## src/rtl/obi_req_arbiter.sv

```systemverilog
// ---------------------------------------------------------------------------
// obi_req_arbiter
//
// Shares one OBI master port between NUM_REQ requesters (for example the
// config memory node and the CGRA input/output memory nodes) in front of the
// system bus crossbar.
//  - Round-robin arbitration. Arbitration is combinational, so a request can
//    be granted in the cycle it first appears.
//  - A request that is presented downstream but not yet granted is locked, so
//    the downstream port sees stable req/addr/we/be/wdata until the grant.
//  - An ID FIFO records the issuer of every accepted transaction, so each
//    in-order response is routed back to the requester that issued it.
//  - err_o is sticky: it is set by an rvalid with no outstanding transaction.
//
// Parameters:
//   NUM_REQ          number of requester ports (2..8)
//   MAX_OUTSTANDING  accepted-but-unanswered transactions allowed (1..4)
//
// Ports:
//   clk_i, rst_ni    clock, asynchronous active-low reset
//   s_req_i/s_we_i   per-requester req and we, one bit per requester
//   s_be_i           per-requester be, requester k at [4k+3:4k]
//   s_addr_i         per-requester addr, requester k at [32k+31:32k]
//   s_wdata_i        per-requester wdata, requester k at [32k+31:32k]
//   s_gnt_o          per-requester gnt (one-hot or zero)
//   s_rvalid_o       per-requester rvalid (one-hot or zero)
//   s_rdata_o        rdata broadcast to all requesters
//   m_*              downstream OBI master port
//   err_o            sticky spurious-response flag
//
// Optional feature, macro OBI_ARB_GRANT_CNT_EN:
//   cnt_clr_i        synchronous clear of all grant counters
//   grant_cnt_o      per-requester saturating 16-bit transaction counters,
//                    requester k at [16k+15:16k]
// ---------------------------------------------------------------------------
module obi_req_arbiter #(
    parameter int NUM_REQ         = 4,
    parameter int MAX_OUTSTANDING = 2
) (
    input  logic                    clk_i,
    input  logic                    rst_ni,
    input  logic [NUM_REQ-1:0]      s_req_i,
    input  logic [NUM_REQ-1:0]      s_we_i,
    input  logic [NUM_REQ*4-1:0]    s_be_i,
    input  logic [NUM_REQ*32-1:0]   s_addr_i,
    input  logic [NUM_REQ*32-1:0]   s_wdata_i,
    output logic [NUM_REQ-1:0]      s_gnt_o,
    output logic [NUM_REQ-1:0]      s_rvalid_o,
    output logic [31:0]             s_rdata_o,
    output logic                    m_req_o,
    output logic                    m_we_o,
    output logic [3:0]              m_be_o,
    output logic [31:0]             m_addr_o,
    output logic [31:0]             m_wdata_o,
    input  logic                    m_gnt_i,
    input  logic                    m_rvalid_i,
    input  logic [31:0]             m_rdata_i,
    output logic                    err_o
`ifdef OBI_ARB_GRANT_CNT_EN
    ,
    input  logic                    cnt_clr_i,
    output logic [NUM_REQ*16-1:0]   grant_cnt_o
`endif
);

    localparam int IDW  = (NUM_REQ > 1) ? $clog2(NUM_REQ) : 1;
    localparam int PTRW = (MAX_OUTSTANDING > 1) ? $clog2(MAX_OUTSTANDING) : 1;
    localparam int CNTW = $clog2(MAX_OUTSTANDING + 1);

    localparam logic [CNTW-1:0] MAX_CNT  = CNTW'(MAX_OUTSTANDING);
    localparam logic [IDW-1:0]  LAST_IDX = IDW'(NUM_REQ - 1);
    localparam logic [PTRW-1:0] LAST_PTR = PTRW'(MAX_OUTSTANDING - 1);

    logic [IDW-1:0]  rr_ptr;
    logic            lock;
    logic [IDW-1:0]  locked_idx;
    logic [IDW-1:0]  winner;
    logic [IDW-1:0]  cand;
    logic            found;
    logic            txn;
    logic            pop;
    logic [IDW-1:0]  head;

    logic [IDW-1:0]  fifo_mem [MAX_OUTSTANDING];
    logic [PTRW-1:0] wr_ptr;
    logic [PTRW-1:0] rd_ptr;
    logic [CNTW-1:0] count;

    // Winner: the locked requester if a request is pending downstream,
    // otherwise the first requester at or after rr_ptr. With nobody
    // requesting the winner falls back to requester 0.
    // NOTE: every signal written in always_comb gets a default first, so no
    // path leaves it unassigned and no latch is inferred.
    always_comb begin
        winner = '0;
        cand   = '0;
        found  = 1'b0;
        for (int i = 0; i < NUM_REQ; i++) begin
            cand = IDW'((int'(rr_ptr) + i) % NUM_REQ);
            if (!found && s_req_i[cand]) begin
                winner = cand;
                found  = 1'b1;
            end
        end
        if (lock) begin
            winner = locked_idx;
        end
    end

    // Downstream request fields always follow the winner.
    always_comb begin
        m_we_o    = 1'b0;
        m_be_o    = '0;
        m_addr_o  = '0;
        m_wdata_o = '0;
        for (int k = 0; k < NUM_REQ; k++) begin
            if (winner == IDW'(k)) begin
                m_we_o    = s_we_i[k];
                m_be_o    = s_be_i[4*k +: 4];
                m_addr_o  = s_addr_i[32*k +: 32];
                m_wdata_o = s_wdata_i[32*k +: 32];
            end
        end
    end

    // A full FIFO blocks issue even when a response pops in the same cycle.
    assign m_req_o = s_req_i[winner] & (count < MAX_CNT);
    assign txn     = m_req_o & m_gnt_i;
    assign pop     = m_rvalid_i & (count != '0);
    assign head    = fifo_mem[rd_ptr];

    always_comb begin
        s_gnt_o         = '0;
        s_gnt_o[winner] = txn;
    end

    always_comb begin
        s_rvalid_o       = '0;
        s_rvalid_o[head] = pop;
    end

    assign s_rdata_o = m_rdata_i;

    // NOTE: state registers use non-blocking assignments so every flop
    // samples the pre-edge values, independent of block ordering.
    always_ff @(posedge clk_i or negedge rst_ni) begin
        if (!rst_ni) begin
            rr_ptr     <= '0;
            lock       <= 1'b0;
            locked_idx <= '0;
        end else if (txn) begin
            rr_ptr <= (winner == LAST_IDX) ? '0 : winner + 1'b1;
            lock   <= 1'b0;
        end else if (m_req_o) begin
            // Presented but not granted: hold this requester until accepted.
            lock       <= 1'b1;
            locked_idx <= winner;
        end
    end

    // NOTE: the FIFO storage has no reset; an entry is only read while count
    // says it holds a valid ID, so its power-up contents never matter.
    always_ff @(posedge clk_i) begin
        if (txn) begin
            fifo_mem[wr_ptr] <= winner;
        end
    end

    always_ff @(posedge clk_i or negedge rst_ni) begin
        if (!rst_ni) begin
            wr_ptr <= '0;
            rd_ptr <= '0;
            count  <= '0;
            err_o  <= 1'b0;
        end else begin
            if (txn) begin
                wr_ptr <= (wr_ptr == LAST_PTR) ? '0 : wr_ptr + 1'b1;
            end
            if (pop) begin
                rd_ptr <= (rd_ptr == LAST_PTR) ? '0 : rd_ptr + 1'b1;
            end
            if (txn && !pop) begin
                count <= count + 1'b1;
            end else if (!txn && pop) begin
                count <= count - 1'b1;
            end
            if (m_rvalid_i && count == '0) begin
                err_o <= 1'b1;
            end
        end
    end

`ifdef OBI_ARB_GRANT_CNT_EN
    logic [15:0] grant_cnt_q [NUM_REQ];

    // Clear wins over increment; counters stick at 16'hFFFF.
    always_ff @(posedge clk_i or negedge rst_ni) begin
        if (!rst_ni) begin
            for (int k = 0; k < NUM_REQ; k++) begin
                grant_cnt_q[k] <= '0;
            end
        end else begin
            for (int k = 0; k < NUM_REQ; k++) begin
                if (cnt_clr_i) begin
                    grant_cnt_q[k] <= '0;
                end else if (s_gnt_o[k] && grant_cnt_q[k] != 16'hFFFF) begin
                    grant_cnt_q[k] <= grant_cnt_q[k] + 16'd1;
                end
            end
        end
    end

    always_comb begin
        grant_cnt_o = '0;
        for (int k = 0; k < NUM_REQ; k++) begin
            grant_cnt_o[16*k +: 16] = grant_cnt_q[k];
        end
    end
`endif

endmodule
```

## config.mk

```make
export PLATFORM = sky130hd
export DESIGN_NAME = obi_req_arbiter
export DESIGN_NICKNAME = d
export VERILOG_FILES = /design/src/rtl/obi_req_arbiter.sv
export SDC_FILE = /design/constraint.sdc
export NUM_CORES = 1
export LEC_CHECK = 0
export CAP_MARGIN = 20
export CORE_AREA = 2 2 167 169
export DETAILED_ROUTE_END_ITERATION = 10
export DIE_AREA = 0 0 169 171
export PLACE_DENSITY = 0.52
export SKIP_CTS_REPAIR_TIMING = 1
export SLEW_MARGIN = 20
export SYNTH_ARGS = -nofsm -noshare
export SYNTH_HDL_FRONTEND = slang
export SYNTH_SLANG_ARGS = --single-unit
```

## constraint.sdc

```tcl
create_clock -name clk_i -period 7.66 [get_ports clk_i]
set_input_delay 2.298 -clock clk_i [delete_from_list [all_inputs] [get_ports clk_i]]
set_output_delay 2.298 -clock clk_i [all_outputs]
set_load 0.05 [all_outputs]
```

======== Yosys cells after proc, flatten, opt, wreduce, memory -nomap -nowiden ========
Memories as Yosys holds them, arrays and structs flattened.
Cells that the tools add are included.
storage, ports and cells
  register bits ........................... 10
  bits in writable memories ............... 4
  bits of input ports ..................... 316
  output and inout port bits .............. 111
  logic and storage cells ................. 100
  memories ................................ 1
memory list
  name      words  bits a word  read ports  clocked after Yosys merged registers in  write ports  line  source
  fifo_mem  2      2            1           0                                        1            84    logic [IDW-1:0] fifo_mem [MAX_OUTSTANDING];
cells by class
  add/sub/neg operators ................... 8
  order comparisons ....................... 9
  equal/unequal tests ..................... 3
  mux-type cells .......................... 47
  bitwise logic cells ..................... 6
  reduce and logical (&&, ||, !) cells .... 19
operator list
  cell                                                                                  number
  32-bit two-way mux                                                                    8
  1-bit two-way mux                                                                     20
  2-bit by 3-bit less-than comparator with 1-bit output (second input constant)         6
  2-bit two-way mux                                                                     8
  4-bit two-way mux                                                                     4
  1-bit binary-select mux with 2-bit select                                             5
  4-bit AND                                                                             2
  1-bit logical AND                                                                     8
  2-bit by 1-bit adder with 2-bit output (second input constant)                        3
  2-bit nonzero test                                                                    3
  1-bit zero test                                                                       5
  2-bit adder (second input constant)                                                   2
  1-bit demux with 2-bit select                                                         2
  2-bit == test (second input constant)                                                 2
  2-bit by 1-bit greater-or-equal comparator with 1-bit output (second input constant)  2
  2-bit zero test                                                                       2
  1-bit AND                                                                             3
  1-bit adder (second input constant)                                                   2
  2-bit by 1-bit == test with 1-bit output (second input constant)                      1
  2-bit less-than comparator (second input constant)                                    1
  2-bit AND reduction                                                                   1
  2-bit by 1-bit subtractor with 2-bit output (second input constant)                   1
  1-bit NOT                                                                             1

======== Logic depth before layout (Yosys ltp) ========
Gate-level depths: netlist of run 1.
  depth in word-level cells ............... 21
  mapped depth ............................ 16
  depth with buffers taken out ............ 12

======== Least setup slack after synthesis of run 1 ========
Ideal clock, no wire load.
  path kind ............................... input to output
  from .................................... input port s_req_i[1]
  to ...................................... output port m_addr_o[28]
  arrival ................................. 5.517 ns
  required time ........................... 5.362 ns
  path slack .............................. -0.155 ns
  stages .................................. 15
  path buffers ............................ 5
  path through ............................ a21o_1 -> a211oi_1 -> or2_0 -> buf_2 -> inv_1 -> ha_1 -> clkbuf_1 -> nor2b_1 -> clkbuf_1 -> buf_2 -> buf_1 -> a22oi_1 -> nor2_1 -> a21oi_1 -> o21ai_0
between the ends
  word-level cells in the longest chain between the ends .. 18
  elaborated cells between the ends (all ways) .. 30
  those cells by class .................... 3 x eq/ne; 20 x mux; 7 x reduce/logical
RTL lines
  item                                       line  source
  start, declared                            42    input logic [NUM_REQ-1:0] s_req_i,
  1-bit binary-select mux with 2-bit select  100   if (!found && s_req_i[cand]) begin
  1-bit two-way mux (implied by the code)    100
  1-bit two-way mux                          100
  1-bit zero test                            100
  1-bit logical AND                          100
  1-bit two-way mux                          100
  1-bit zero test                            100
  1-bit logical AND                          100
  1-bit two-way mux                          100
  1-bit zero test                            100
  1-bit logical AND                          100
  2-bit two-way mux *                        100
  2-bit two-way mux *                        105   if (lock) begin
  via winner[1]                              77    logic [IDW-1:0] winner;
  2-bit zero test                            117   if (winner == IDW'(k)) begin
  32-bit two-way mux (3 in a row)            117
  32-bit two-way mux *                       117
  end, declared                              53    output logic [31:0] m_addr_o,
The timed path passes the listed nets; every way through them passes the cells marked *. The select of a mux whose other input is x is not followed.

======== Final worst setup path of run 1 ========
  from .................................... input port s_req_i[3]
  to ...................................... output port m_wdata_o[4]
between the ends
  word-level cells in the longest chain between the ends .. 18
  elaborated cells between the ends (all ways) .. 30
  those cells by class .................... 3 x eq/ne; 20 x mux; 7 x reduce/logical
RTL lines
  item                                       line  source
  1-bit binary-select mux with 2-bit select  100
  1-bit two-way mux (implied by the code)    100
  1-bit two-way mux                          100
  1-bit zero test                            100
  1-bit logical AND                          100
  1-bit two-way mux                          100
  1-bit zero test                            100
  1-bit logical AND                          100
  1-bit two-way mux                          100
  1-bit zero test                            100
  1-bit logical AND                          100
  2-bit two-way mux *                        100
  2-bit two-way mux *                        105
  via winner[0]                              77
  2-bit zero test                            117
  32-bit two-way mux (3 in a row)            117
  32-bit two-way mux *                       117
  end, declared                              54    output logic [31:0] m_wdata_o,
Marks and branches as above.

==> flow_summary.json, run 1 <==
{
  "outcome": "finished clean",
  "synthDistinctLibCells": 45,
  "hold_violations": 0,
  "crit_fanout": 39,
  "slowest_stage": "clkdlybuf4s50_1",
  "grt_max_degree": 81,
  "via_count": 4859,
  "synth-adder-area-share_pct": 2.02,
  "drc_errors": 0,
  "p_comb_share_pct": 95.0,
  "drt-initial-drc-count": 175,
  "powerDensity_mw_per_mm2": 648,
  "seqCellArea_um2": 370,
  "overflow": 0,
  "die_w_um": 169,
  "p_int_mw": 2.28,
  "synthArstFlopShare_pct": 71.4,
  "seq_power_share_pct": 2.9,
  "ir_drop_mv": 0.334,
  "cp-end-kind": "output port",
  "slowest_delay_ns": 0.51,
  "synth_xor_area_share_pct": 1.41,
  "synth.cell_area_mm2": 0.00310,
  "setup_viol": 0,
  "cts.sinks": 14,
  "drive_gt1_share_pct": 12.6,
  "coreArea_mm2": 0.0273,
  "avgSynthCellArea_um2": 5.91,
  "final_area_mm2": 0.00784,
  "drt_wl_total_um": 17800,
  "synth-compound-area-share_pct": 45.0,
  "grt_pass1_wl_um": 25000,
  "period_share_pct": 97.1,
  "synth_commonest_cells": "nor2_1, nand2_1, a21oi_1",
  "fp-row-count": 61,
  "maxCapViolCount": 0,
  "hold_depth": 1,
  "syn_nets": 845,
  "die_area_mm2": 0.0289,
  "yosys.area.top_type": "a22oi_1",
  "post-synth-top-count-cell": "nor2_1",
  "relSlewSlack_pct": 65.6,
  "clkPwrFrac_pct": 2.1,
  "diodes": 0,
  "synth_seq_cells": 14,
  "critPathLaunchType": "input port",
  "synthesis.instances": 524,
  "grt_pass1_vias": 4553,
  "h-tree-depth": 1,
  "io_pins": 427,
  "cts-root-buf": "clkbuf_16",
  "utilization_pct": 28.7,
  "clk_latency_ns": 0.24,
  "max_freq_ghz": 0.134,
  "arrival_ns": 5.14,
  "power_switching_mw": 2.80,
  "grtUsageTotal_pct": 10.8,
  "reg2regPathDepth": 11,
  "area_growth_pct": 153,
  "viasPerCell": 4.14,
  "wl_per_cell_um": 15.1,
  "first_pass_iters": 4,
  "drv_slew": 0,
  "p_sw_share_pct": 55.0,
  "hp-class": "reg -> reg",
  "multi_input_area_mm2": 0.00230,
  "synth_top_area_share_pct": 16.5,
  "total_power_mw": 5.08,
  "port_buffers": 362,
  "total_leakage_power_nw": 2.92,
  "finalClockSkew_ns": 0.00427,
  "antenna_found_initial": 1,
  "ys_seq_area_share_pct": 12.0,
  "numCtsBuffers": 3,
  "fillers": 2955,
  "crit_type": "in -> out",
  "synth.area.top_cells": "a22oi_1, a21oi_1, nor2_1",
  "critPathRequiredTime_ns": 5.36,
  "hpwl_um": 14200,
  "synth_edf_count": 4,
  "fin_nets": 1149,
  "place_congestion": 0.782,
  "ys_warn_count": 0,
  "crit_top_cell": "buf_12",
  "worstMarginPinSlew_ns": 0.514,
  "detail-route-antenna-nets": 0,
  "rsz0062_at_grt": "true",
  "initial_core_util_pct": 11.3,
  "place_area_mm2": 0.00772,
  "layout_min_cycle_time_ns": 7.44,
  "path_cells": "clkdlybuf4s50_1 > a31oi_1 > o221ai_2 > o21ai_2 > inv_1 > ha_4 > nor2b_4 > buf_12 > a22oi_1 > nor2_1 > a21oi_1 > o21ai_0 > buf_12",
  "cts_tree": "yes",
  "synth_flop_cell": "dfrtp_1",
  "setup_tns_ns": 0,
  "synth-simple-area-share_pct": 23.0,
  "die_h_um": 171,
  "clk_path_buf_depth": 2,
  "synth_top_family_by_area": "compound AO/OA/AOI/OAI gates",
  "clk_pin_slew_worst_paths_ns": 0.04,
  "hold_ws_ns": 0.454,
  "synthMuxAreaShare_pct": 1.49
}
[state kept, by name (all words and copies together) (netlist names)]
register    flops
locked_idx      2
fifo_mem        4
rr_ptr          2
count           2
err_o           1
rd_ptr          1
lock            1
wr_ptr          1
[cells by family after synthesis]
kind of cell | count (synthesis)
multiplexers | 4
AO/OA/AOI/OAI | 232
flip-flops | 14
XOR/XNOR | 5
AND/OR/NAND/NOR | 174
adder cells (fa/ha/maj) | 5
buffers and inverters | 90
[power groups by stage]
stage | logic [mW] | clock network (mW) | registers [mW]
floorplan | 2.51 | 0 | 0.134
global placement | 4.82 | 0 | 0.147
detailed placement | 4.83 | 0 | 0.148
CTS | 4.84 | 0.109 | 0.147
global route | 5.11 | 0.115 | 0.152
finish | 4.83 | 0.107 | 0.148
[layout make-up]
| class | count | area share, % |
|---|---|---|
| sequential | 14 | 4.72 |
| inverter | 9 | 0.431 |
| clock buffer | 4 | 1.13 |
| multi-input combinational | 420 | 29.4 |
| tap | 346 | 5.52 |
| timing repair buffer | 380 | 58.8 |
[layout by cell type, fill, tap and decap left out, types with 10 or more instances in the layout]
cell / instances
clkdlybuf4s50_1: 288
buf_12: 80
nor2_1: 79
nand2_1: 74
a21oi_1: 72
a22oi_1: 68
o21ai_0: 50
o21ai_1: 24
dfrtp_1: 10
buf_4: 10
[routing by layer]
metal	GRT usage, %	up-vias	share of wire (%)
met5	0	-	0.068
met1	13.0	2137	39
met3	2.80	32	8.8
met2	18.9	250	49
met4	3.23	2	2.7
li1	-	2438	-
[metrics by stage]
stage	setup slack [ns]	cells
final	0.220	1173
after global routing	-0.00758	1173
after CTS	0.165	1172
after detailed placement	0.175	1168
after global placement	0.221	1168
after floorplan	0.0397	524
[critical path, delay by kind of cell]
kind	cells	cell delay [ns]
AO/OA/AOI/OAI	6	1.18
adder cells (fa/ha/maj)	1	0.23
buffers and inverters	4	1.06
AND/OR/NAND/NOR	2	0.35
[path summary, 6_finish.rpt]
check / to / from / slack [ns]
setup reg to reg: count[1] / rr_ptr[1] / 5.02
setup / recovery: m_wdata_o[4] / s_req_i[3] / 0.22
hold reg to reg: err_o / err_o / 0.45
min in group asynchronous: rr_ptr[1] / rst_ni / 2.38
max in group asynchronous: count[1] / rst_ni / 4.96
hold / removal: err_o / err_o / 0.45
No activity file was read; power rests on OpenSTA's default activity.
==> run 2, diff against run 1 <==
--- a/config.mk
+++ b/config.mk
@@ -8,6 +8,8 @@
 export CAP_MARGIN = 20
-export CORE_AREA = 2 2 167 169
+export CELL_PAD_IN_SITES_DETAIL_PLACEMENT = 2
+export CELL_PAD_IN_SITES_GLOBAL_PLACEMENT = 2
+export CORE_MARGIN = 2
+export CORE_UTILIZATION = 10
 export DETAILED_ROUTE_END_ITERATION = 10
-export DIE_AREA = 0 0 169 171
-export PLACE_DENSITY = 0.52
+export PLACE_DENSITY = 0.91
 export SKIP_CTS_REPAIR_TIMING = 1
--- a/constraint.sdc
+++ b/constraint.sdc
@@ -3,2 +3,2 @@
 set_output_delay 2.298 -clock clk_i [all_outputs]
-set_load 0.05 [all_outputs]
+set_load 0.01 [all_outputs]
==> flow_summary.json, run 2 (synthesis gave the netlist of run 1 again) <==
{
  "reg2regPathDepth": 11,
  "overflow": 0,
  "crit_path_start": "s_req_i[2]",
  "fin_nets": 1165,
  "grt_pass1_vias": 5725,
  "antenna_found_initial": 0,
  "finalClockSkew_ns": 0.00416,
  "coreArea_mm2": 0.0305,
  "die_w_um": 180,
  "slowest_delay_ns": 0.58,
  "p_sw_share_pct": 49.1,
  "r2r_start": "rr_ptr[0]",
  "seq_power_share_pct": 4.9,
  "worst_hold_startpoint": "err_o",
  "largest_register": "fifo_mem",
  "crit_type": "in -> out",
  "drive_gt1_share_pct": 5.81,
  "cp-end-kind": "output port",
  "clkPwrFrac_pct": 3.2,
  "port_buffers": 362,
  "slowest_stage": "clkdlybuf4s50_1",
  "rsz0062_at_grt": "false",
  "fp-row-count": 64,
  "final_common_cell": "clkdlybuf4s50_1",
  "hold_violations": 0,
  "max_freq_ghz": 0.134,
  "clk_path_buf_depth": 2,
  "power_switching_mw": 1.53,
  "cp.buffers_inverters": 5,
  "wl_per_cell_um": 17.5,
  "crit_top_cell": "clkdlybuf4s50_1",
  "p_int_mw": 1.58,
  "critPathLaunchType": "input port",
  "numCtsBuffers": 3,
  "setup_viol": 0,
  "maxCapViolCount": 0,
  "clk_pin_slew_worst_paths_ns": 0.04,
  "h-tree-depth": 1,
  "detail-route-antenna-nets": 0,
  "viasPerCell": 4.16,
  "area_growth_pct": 136,
  "hold_path_end": "err_o",
  "largest_reg_flops": 4,
  "relSlewSlack_pct": 66.9,
  "drv_slew": 0,
  "outcome": "finished clean",
  "drc_errors": 0,
  "critPathTopFamily": "buffers and inverters",
  "dpl.cell_count": 1235,
  "diodes": 0,
  "powerDensity_mw_per_mm2": 425,
  "crit_cells": 14,
  "ir_drop_mv": 0.227,
  "worstMarginPinSlew_ns": 0.492,
  "grt_pass1_wl_um": 33000,
  "first_pass_iters": 4,
  "arrival_ns": 5.16,
  "final_cells": 1239,
  "crit_fanout": 20,
  "initial_core_util_pct": 10.2,
  "cts-root-buf": "clkbuf_16",
  "die_area_mm2": 0.0324,
  "clk_latency_ns": 0.24,
  "via_count": 5154,
  "layout_min_cycle_time_ns": 7.46,
  "cts.sinks": 14,
  "place_congestion": 0.875,
  "hold_ws_ns": 0.462,
  "hp-class": "reg -> reg",
  "total_leakage_power_nw": 2.65,
  "ff2ff_setup_slack_ns": 4.94,
  "path_cells": "clkdlybuf4s50_1 > nor2_2 > a211oi_2 > or2_1 > inv_1 > ha_4 > nor2b_4 > buf_12 > buf_4 > a22oi_1 > nor2_1 > a21oi_1 > o21ai_0 > clkdlybuf4s50_1",
  "die_h_um": 180,
  "period_share_pct": 97.3,
  "grt_max_degree": 70,
  "grtUsageTotal_pct": 12.6,
  "utilization_pct": 23.9,
  "hold_depth": 1,
  "drt-initial-drc-count": 62,
  "drt_wl_total_um": 21700,
  "p_comb_share_pct": 91.9,
  "critPathRequiredTime_ns": 5.36,
  "r2r-end": "count[1]",
  "setup_tns_ns": 0,
  "cts_tree": "yes",
  "hpwl_um": 18000,
  "io_pins": 427,
  "layout_common_cells": "clkdlybuf4s50_1, nor2_1, nand2_1"
}
-- run 2: metal layers --
layer | share of wire [%] | track usage (%) | wire length (µm) | vias to the layer above
li1 | - | - | - | 2466
met1 | 38 | 13.7 | 8140 | 2416
met2 | 54 | 25.0 | 11800 | 246
met3 | 6.6 | 2.75 | 1440 | 26
met4 | 1.6 | 2.00 | 349 | 0
met5 | 0 | 0 | 0 | -
-- run 2: final cells by class --
| class | count | area [µm²] |
|---|---|---|
| clock buffers | 3 | 75.1 |
| clock inverters | 1 | 3.75 |
| fillers | 3588 | 23200 |
| inverters | 9 | 33.8 |
| multi-input cells | 420 | 2320 |
| flip-flops and latches | 14 | 370 |
| well taps | 396 | 495 |
| repair buffers | 396 | 4010 |
-- run 2: how the worst max path moves through the flow --
stage,to,slack (ns)
final,m_wdata_o[17],0.20
after global routing,m_wdata_o[20],0.01
after CTS,m_wdata_o[21],-0.07
after detailed placement,m_wdata_o[21],-0.06
after global placement,m_wdata_o[2],0.08
after floorplan,m_addr_o[28],0.66
-- run 2: stage by stage --
| step | area (µm²) | setup slack [ns] | total power [mW] |
|---|---|---|---|
| 2_1_floorplan | 3100 | 0.661 | 1.47 |
| 3_3_place_gp | 7200 | 0.0821 | 2.94 |
| 3_5_place_dp | 7200 | -0.0573 | 3.05 |
| 4_1_cts | 7270 | -0.0743 | 3.17 |
| 5_1_grt | 7310 | 0.00977 | 3.40 |
| 6_report | 7310 | 0.205 | 3.11 |
-- run 2: power by group through the flow --
stage / sequential, mW / clock (mW) / combinational [mW]
6_report: 0.154 / 0.0985 / 2.85
5_1_grt: 0.159 / 0.104 / 3.13
3_3_place_gp: 0.147 / 0 / 2.79
2_1_floorplan: 0.134 / 0 / 1.34
3_5_place_dp: 0.153 / 0 / 2.89
4_1_cts: 0.153 / 0.100 / 2.91
==> run 3, diff against run 2 <==
Clock period 7.66 ns to 8.23 ns, I/O delays scaled along.
==> flow_summary.json, run 3 (synthesis gave the netlist of run 1 again) <==
{
  "ir_drop_mv": 0.171,
  "outcome": "finished clean",
  "use_met3_pct": 2.63,
  "ff2ff_setup_slack_ns": 5.46,
  "initial_core_util_pct": 10.2,
  "hpwl_um": 17700,
  "cts-root-buf": "clkbuf_16",
  "use_met1_pct": 13.2,
  "wl_per_cell_um": 17.8,
  "drc_errors": 0,
  "clk_latency_ns": 0.25,
  "numCtsBuffers": 3,
  "diodes": 0,
  "arrival_ns": 5.62,
  "h-tree-depth": 1,
  "crit_type": "in -> out",
  "grt_max_degree": 64,
  "drt_wl_total_um": 21900,
  "total_power_mw": 2.89,
  "final_cells": 1230,
  "layout_common_cells": "clkdlybuf4s50_1, nor2_1, nand2_1",
  "die_w_um": 180,
  "largest_register": "fifo_mem",
  "dpl.cell_count": 1224,
  "top_usage_layer": "met2",
  "period_share_pct": 98.2,
  "viasPerCell": 4.17,
  "grt_pass1_vias": 5883,
  "maxCapViolCount": 0,
  "layout_min_cycle_time_ns": 8.09,
  "relSlewSlack_pct": 63.1,
  "first_pass_iters": 4,
  "drt-initial-drc-count": 94,
  "area_growth_pct": 134,
  "cts.sinks": 14,
  "drive_gt1_share_pct": 4.68,
  "cp-end-kind": "output port",
  "setup_viol": 0,
  "crit_fanout": 50,
  "critPathLaunchType": "input port",
  "overflow": 0,
  "port_buffers": 362,
  "grt_pass1_wl_um": 33200,
  "largest_reg_flops": 4,
  "drv_slew": 0,
  "worstMarginPinSlew_ns": 0.548,
  "clk_pin_slew_worst_paths_ns": 0.05,
  "powerDensity_mw_per_mm2": 399,
  "coreArea_mm2": 0.0305,
  "use_met2_pct": 25.7,
  "place_area_mm2": 0.00711,
  "setup_ws_ns": 0.144,
  "hold_ws_ns": 0.470,
  "hold_violations": 0,
  "fin_nets": 1156,
  "total_leakage_power_nw": 2.58,
  "place_congestion": 0.814,
  "place_ws_ns": 0.0595,
  "cts_tree": "yes",
  "fp-row-count": 64,
  "hp-class": "reg -> reg",
  "clk_path_buf_depth": 2,
  "critPathRequiredTime_ns": 5.76,
  "die_area_mm2": 0.0324,
  "grtUsageTotal_pct": 12.7,
  "finalClockSkew_ns": 0.00315,
  "detail-route-antenna-nets": 0,
  "max_freq_ghz": 0.124,
  "io_pins": 427,
  "via_count": 5132,
  "die_h_um": 180,
  "final_common_cell": "clkdlybuf4s50_1",
  "antenna_found_initial": 0,
  "final_area_mm2": 0.00724
}
==> run 3: cell types whose count changed in the layout (fill, tap and decap cells not counted) <==
cell,delta
nor2_2,-1
buf_4,-8
dlymetal6s2s_1,-3
o21ai_4,+1
or2_0,+1
clkinv_1,-1
o21ai_2,-2
buf_6,-1
clkdlybuf4s50_1,+3
o21ai_1,+1
or2_1,-1
nor2_1,+1
clkbuf_8,+1
==> run 3: area by class of cell <==
cell class	count	area (µm²)
Fill cell	3586	23300
Timing Repair Buffer	387	3930
Multi-Input combinational cell	420	2320
Tap cell	396	495
Sequential cell	14	370
Clock buffer	4	88.8
Inverter	9	33.8
==> run 3: per-layer routing <==
| metal | wire length [µm] | vias up |
|---|---|---|
| met2 | 11800 | 238 |
| li1 | - | 2448 |
| met1 | 8190 | 2416 |
| met5 | 0 | - |
| met4 | 490 | 0 |
| met3 | 1480 | 30 |
==> run 3: final timing paths <==
| check | startpoint | end | depth (start not counted) |
|---|---|---|---|
| min | err_o | err_o | 1 |
| max | s_req_i[3] | m_addr_o[18] | 12 |
| max in group asynchronous | rst_ni | rd_ptr | 1 |
| min in group asynchronous | rst_ni | wr_ptr | 1 |
| max reg2reg | rr_ptr[0] | count[1] | 10 |
| min reg2reg | err_o | err_o | 1 |
==> run 3: power breakdown <==
| group | switching, mW | internal, mW | total [mW] |
|---|---|---|---|
| Clock | 0.0311 | 0.0739 | 0.105 |
| Sequential | 0.0377 | 0.105 | 0.142 |
| Combinational | 1.37 | 1.27 | 2.64 |
| Total | 1.44 | 1.45 | 2.89 |
==> run 3: stage by stage <==
step / setup TNS [ns] / util [%]
finish: 0 / 23.7
global route: -0.0269 / 23.7
CTS: 0 / 23.6
detailed placement: 0 / 23.3
global placement: 0 / 23.3
floorplan: 0 / -
==> run 3: critical path, cell delays in order <==
cell             delay [ns]
clkdlybuf4s50_1        0.56
or3b_1                 0.43
a31oi_2                0.27
o21ai_4                0.11
inv_1                  0.16
buf_4                  0.20
ha_4                   0.20
buf_12                 0.23
buf_4                  0.19
nand2_1                0.05
o21ai_1                0.11
clkdlybuf4s50_1        0.57
